==> src/rtl/bitstream_arb_packer.sv <==
// Fixed-priority arbiter over NUM_SRC bitstream producers feeding an MSB-first packer
// that emits big-endian OUT_BYTES words with backpressure and flush-to-byte support.
module bitstream_arb_packer #(
    parameter int NUM_SRC   = 7,
    parameter int MAX_BITS  = 64,
    parameter int OUT_BYTES = 8,
    parameter int SIZE_W    = 7,
    parameter int CNT_W     = 32
) (
    input  logic                                 CLOCK,
    input  logic                                 RESET,
    input  logic [NUM_SRC-1:0]                   src_valid,
    output logic [NUM_SRC-1:0]                   src_ready,
    input  logic [NUM_SRC*MAX_BITS-1:0]          src_val,
    input  logic [NUM_SRC*SIZE_W-1:0]            src_size,
    input  logic [NUM_SRC-1:0]                   src_flush,
    output logic                                 out_valid,
    input  logic                                 out_ready,
    output logic [8*OUT_BYTES-1:0]               out_data,
    output logic [$clog2(OUT_BYTES+1)-1:0]       out_byte_cnt,
    output logic [CNT_W-1:0]                     total_byte_size,
    output logic                                 size_err
);
    localparam int W      = 8 * OUT_BYTES;
    localparam int ACC_W  = W + MAX_BITS;
    localparam int FILL_W = $clog2(ACC_W + 1);
    localparam int BC_W   = $clog2(OUT_BYTES + 1);
    localparam int GI_W   = (NUM_SRC > 1) ? $clog2(NUM_SRC) : 1;

    typedef enum logic {RUN = 1'b0, FLUSH = 1'b1} state_t;

    state_t              state_q, state_d;
    logic [ACC_W-1:0]    acc_q, acc_d, acc_base;
    logic [FILL_W-1:0]   fill_q, fill_d, fill_base, shamt;
    logic                out_valid_q;
    logic [W-1:0]        out_data_q;
    logic [BC_W-1:0]     out_cnt_q, part_cnt;
    logic [CNT_W-1:0]    total_q;
    logic                size_err_q;

    logic                any_v, xfer, over, slot_free, load_full, load_part;
    logic [GI_W-1:0]     g;
    logic [SIZE_W-1:0]   raw_size, sz;
    logic [MAX_BITS-1:0] mask, field;

    always_comb begin
        any_v = 1'b0;
        g     = '0;
        for (int unsigned i = NUM_SRC; i > 0; i--) begin
            if (src_valid[i-1]) begin
                any_v = 1'b1;
                g     = GI_W'(i - 1);
            end
        end

        src_ready = '0;
        if (any_v && state_q == RUN && fill_q < FILL_W'(W))
            src_ready[g] = 1'b1;
        xfer = |(src_valid & src_ready);

        raw_size = src_size[g*SIZE_W +: SIZE_W];
        over     = raw_size > SIZE_W'(MAX_BITS);
        sz       = over ? SIZE_W'(MAX_BITS) : raw_size;
        for (int unsigned b = 0; b < MAX_BITS; b++)
            mask[b] = (b < 32'(sz));
        field = src_val[g*MAX_BITS +: MAX_BITS] & mask;

        slot_free = !out_valid_q || out_ready;
        load_full = slot_free && fill_q >= FILL_W'(W);
        load_part = slot_free && !load_full && state_q == FLUSH && fill_q != '0;
        part_cnt  = BC_W'(({1'b0, fill_q} + 9'd7) >> 3);

        // Bits below the fill are always zero, so a partial word is simply the top W bits.
        acc_base  = acc_q;
        fill_base = fill_q;
        if (load_full) begin
            acc_base  = acc_q << W;
            fill_base = fill_q - FILL_W'(W);
        end else if (load_part) begin
            acc_base  = '0;
            fill_base = '0;
        end

        shamt  = FILL_W'(ACC_W) - fill_base - FILL_W'(sz);
        acc_d  = acc_base;
        fill_d = fill_base;
        if (xfer) begin
            acc_d  = acc_base | ({{W{1'b0}}, field} << shamt);
            fill_d = fill_base + FILL_W'(sz);
        end

        state_d = state_q;
        if (state_q == RUN && xfer && src_flush[g])
            state_d = FLUSH;
        else if (state_q == FLUSH && fill_d == '0)
            state_d = RUN;
    end

    always_ff @(posedge CLOCK) begin
        if (RESET) begin
            state_q     <= RUN;
            acc_q       <= '0;
            fill_q      <= '0;
            out_valid_q <= 1'b0;
            out_data_q  <= '0;
            out_cnt_q   <= '0;
            total_q     <= '0;
            size_err_q  <= 1'b0;
        end else begin
            state_q <= state_d;
            acc_q   <= acc_d;
            fill_q  <= fill_d;
            if (slot_free) begin
                out_valid_q <= load_full || load_part;
                if (load_full || load_part) begin
                    out_data_q <= acc_q[ACC_W-1 -: W];
                    out_cnt_q  <= load_full ? BC_W'(OUT_BYTES) : part_cnt;
                end
            end
            if (out_valid_q && out_ready)
                total_q <= total_q + CNT_W'(out_cnt_q);
            if (xfer && over)
                size_err_q <= 1'b1;
        end
    end

    assign out_valid       = out_valid_q;
    assign out_data        = out_data_q;
    assign out_byte_cnt    = out_cnt_q;
    assign total_byte_size = total_q;
    assign size_err        = size_err_q;
endmodule
==> config.mk <==
export PLATFORM = sky130hd
export DESIGN_NAME = bitstream_arb_packer
export DESIGN_NICKNAME = d
export VERILOG_FILES = /design/src/rtl/bitstream_arb_packer.sv
export SDC_FILE = /design/constraint.sdc
export NUM_CORES = 1
export LEC_CHECK = 0
export ABC_AREA = 1
export BUFFER_PORTS_ARGS = -buffer_cell sky130_fd_sc_hd__buf_2
export CORE_AREA = 5 5 277 279
export CTS_BUF_LIST = sky130_fd_sc_hd__clkbuf_4 sky130_fd_sc_hd__clkbuf_8
export DETAILED_ROUTE_END_ITERATION = 10
export DIE_AREA = 0 0 282 284
export GPL_TIMING_DRIVEN = 0
export HOLD_SLACK_MARGIN = 0.08
export PLACE_DENSITY = 0.48
export SYNTH_ARGS = -nofsm -noshare
export SYNTH_HDL_FRONTEND = slang
export SYNTH_SLANG_ARGS = --single-unit
==> constraint.sdc <==
create_clock -name CLOCK -period 5.44 [get_ports CLOCK]
set_input_delay 0.544 -clock CLOCK [delete_from_list [all_inputs] [get_ports CLOCK]]
set_output_delay 0.544 -clock CLOCK [all_outputs]
set_load 0.1 [all_outputs]
==> flow_summary.json <==
{
  "synth_area_sq_mm": 0.0212,
  "cts_tree": "yes",
  "die_h_um": 284,
  "hold_viol": 0,
  "drive_gt1_frac": 0.209,
  "dp_hpwl_um": 149000,
  "clock_path_buffers": 3,
  "post-route-period-util": 0.994,
  "drc": 0,
  "grt_pass1_vias": 29000,
  "setup_violations": 0,
  "required_ns": 5.96,
  "final_cells": 5374,
  "grt_first_pass_wirelength_um": 231000,
  "hold_buffers": 0,
  "synthFlopType": "dfxtp_1",
  "grt_util_met1": 0.540,
  "dieArea_sq_mm": 0.0801,
  "finalWirelength_um": 173000,
  "synthArstFlopShare": 0,
  "hold_path_class": "primary input to flip-flop",
  "start_util": 0.287,
  "worst_slew_margin_rel": 0.226,
  "cts_buffers": 42,
  "max_freq_ghz": 0.185,
  "yosysTopAreaCell": "dfxtp_1",
  "seq_area_frac_synth": 0.225,
  "finalCriticalPeriod_ns": 5.41,
  "path_common_cell": "nand2_4",
  "htree_levels": 2,
  "fillers": 8717,
  "slowest_stage": "xor2_2",
  "dp_cells": 5265,
  "grt_overflow": 0,
  "num_io_pins": 623,
  "antenna_found_initial": 42,
  "gp_congestion": 1.11,
  "syn_inst": 3675,
  "worst_path_largest_cell_delay_ns": 0.74,
  "slew_viol_final": 0,
  "worst_pin_slew_ns": 1.16,
  "synth_cell_type_count": 55,
  "synth_edf_count": 0,
  "die_w_um": 282,
  "cp-start-kind": "primary input",
  "grt_max_degree": 12,
  "path_max_fanout": 10,
  "drt_iter0_drc": 4215,
  "insertion_delay_ns": 0.61,
  "yosys_warnings": 0,
  "met3_usage": 0.136,
  "use_met2": 0.604,
  "synth_top_cells_by_area": "dfxtp_1 (23%), nand3_1 (20%), nand2_1 (18%)",
  "path_clk_slew_ns": 0.06,
  "rows": 100,
  "cap_violations": 0,
  "core_area_sq_mm": 0.0739,
  "viasPerCell": 5.81,
  "end_kind": "flip-flop",
  "rsz0062_at_grt": "false",
  "ys_ff_latch": 239,
  "critPathKind": "primary input to flip-flop",
  "finalClockSkew_ns": 0.0174,
  "dr.pass1.iters": 7,
  "status": "completed",
  "routedWlPerCell_um": 32.1,
  "yosysTopAreaCellShare": 0.225,
  "synth_nets": 4217,
  "crit_arrival_ns": 5.93,
  "fin_nets": 4887,
  "syn_area_per_cell_sq_um": 5.78,
  "portBuffers": 621,
  "drtAntennaViolNets": 0,
  "crit_chain": "buf_2 > nor2_4 > nand2_4 > inv_4 > nand2_4 > nand2_8 > inv_4 > nand3_1 > nand2_1 > nor2_4 > nand2_4 > buf_6 > ha_1 > inv_1 > fa_1 > o21ai_1 > xor2_2 > buf_2 > buf_1 > nand4_1 > a21oi_1",
  "track_usage": 0.409,
  "cts_sinks": 239,
  "ctsRootBufferMaster": "clkbuf_8",
  "busiest_layer": "met2",
  "vias": 31200,
  "area_growth_pct": 25.6
}
==> layer usage <==
layer  vias up  wire length, um
met2      2033            71100
li1      13800                -
met5         -               74
met1     15000            69600
met3       360            21400
met4        12            10300
==> kinds of logic (layout without fill, tap and decap cells) <==
kind of cell | count (synthesis) | after routing | synth area share
buffers and inverters | 496 | 1196 | 0.0984
AND/OR/NAND/NOR | 2295 | 2295 | 0.489
flip-flops | 239 | 239 | 0.225
XOR/XNOR | 15 | 15 | 0.00618
adder cells (fa/ha/maj) | 28 | 28 | 0.0176
AO/OA/AOI/OAI | 602 | 602 | 0.163
other | 0 | 30 | 0
==> stage by stage <==
step                 util  setup TNS, ns  setup WS [ns]  instance area, sq um  hold WS [ns]
floorplan               -              0           1.01                 21200         0.425
global placement    0.346         -96.19          -1.13                 25600         0.439
detailed placement  0.346         -95.75          -1.11                 25600         0.442
CTS                 0.359              0        0.00856                 26500         0.317
global route        0.360              0        0.00186                 26700         0.373
finish              0.361              0         0.0301                 26700         0.357
==> final cells by class <==
type,instances,area [sq um],share of cell area
buffer,266,1240,0.0465
clock buffer,68,867,0.0325
clock inverter,6,45.0,0.00169
timing repair buffer,626,3170,0.119
inverter,230,868,0.0326
multi-input combinational,2940,14400,0.540
sequential,239,4780,0.179
tap,969,1210,0.0455
antenna,30,75.1,0.00281
==> state kept, by name, summed over array words and instances (netlist names) <==
signal / count
acc_q: 128
fill_q: 8
out_byte_cnt: 4
out_data: 64
out_valid: 1
size_err: 1
state_q: 1
total_byte_size: 32
==> cell usage in the layout, fill, tap and decap left out, types with 5 or more instances in the layout <==
cell and n:
inv_2 12, clkbuf_1 129, nand2_2 17, nand3b_1 5
nand2_1 1016, diode_2 30, a22o_1 70, buf_4 22
buf_6 7, nand3_2 8, o21ai_1 9, clkbuf_4 11
buf_2 692, nand3_1 849, nor2_2 7, nor3_1 27
inv_1 213, a21oi_1 257, nand2_4 16, nor2_1 251
xor2_1 8, ha_1 25, o21ai_0 183, dfxtp_1 239
nor2_4 14, a31oi_1 16, clkbuf_8 57, nor2_8 5
o211ai_1 13, a221oi_1 6, o22ai_1 23, buf_1 24
nand4_1 59, clkbuf_2 15
==> worst max-delay path, delay by kind of cell <==
family | cells | cell delay (ns)
AO/OA/AOI/OAI | 2 | 0.51
adder cells (fa/ha/maj) | 2 | 0.86
XOR/XNOR | 1 | 0.74
AND/OR/NAND/NOR | 9 | 1.50
buffers and inverters | 7 | 1.72
==> final timing paths <==
kind	from	end	slack [ns]	depth (start not counted)
worst max-delay path	src_valid[1]	acc_q[29]$_SDFF_PP0_	0.03	21
worst min-delay path	out_ready	out_valid$_SDFFE_PP0P_	0.36	4
worst max register to register	fill_q[0]$_SDFF_PP0_	acc_q[29]$_SDFF_PP0_	0.13	15
worst min register to register	size_err$_SDFFE_PP0P_	size_err$_SDFFE_PP0P_	0.45	2
==> Yosys cell counts (3+ instances only) <==
cell	n
nor3_1	27
nor2_4	13
nor4_1	4
buf_1	29
a22o_1	70
nand3b_1	5
o31ai_1	3
nand2_2	16
a221oi_1	6
fa_1	3
clkbuf_1	139
a21oi_1	257
xor2_1	10
and3_1	3
clkinv_1	3
nor2_2	6
o221ai_1	4
a211oi_1	4
nand4_1	59
nor2_8	5
nor2_1	253
nand3_4	3
buf_4	19
o211ai_1	13
buf_2	71
dfxtp_1	239
a31oi_1	16
o22ai_1	23
inv_2	12
xnor2_1	5
and2_1	3
inv_1	213
o21ai_0	184
o21bai_1	3
o21ai_1	8
or2_2	4
nand3_1	849
nand2_1	1017
buf_6	7
nand2_4	16
nand3_2	8
ha_1	25
==> what timing repair did <==
action	CTS	global route
gates resized for setup	11	17
buffers inserted	3	2
endpoints found under the setup margin	99	112
pin swaps	1	1
Power is not shown: default switching activity piles up to over one toggle a cycle in this logic, so the estimate is an artifact.
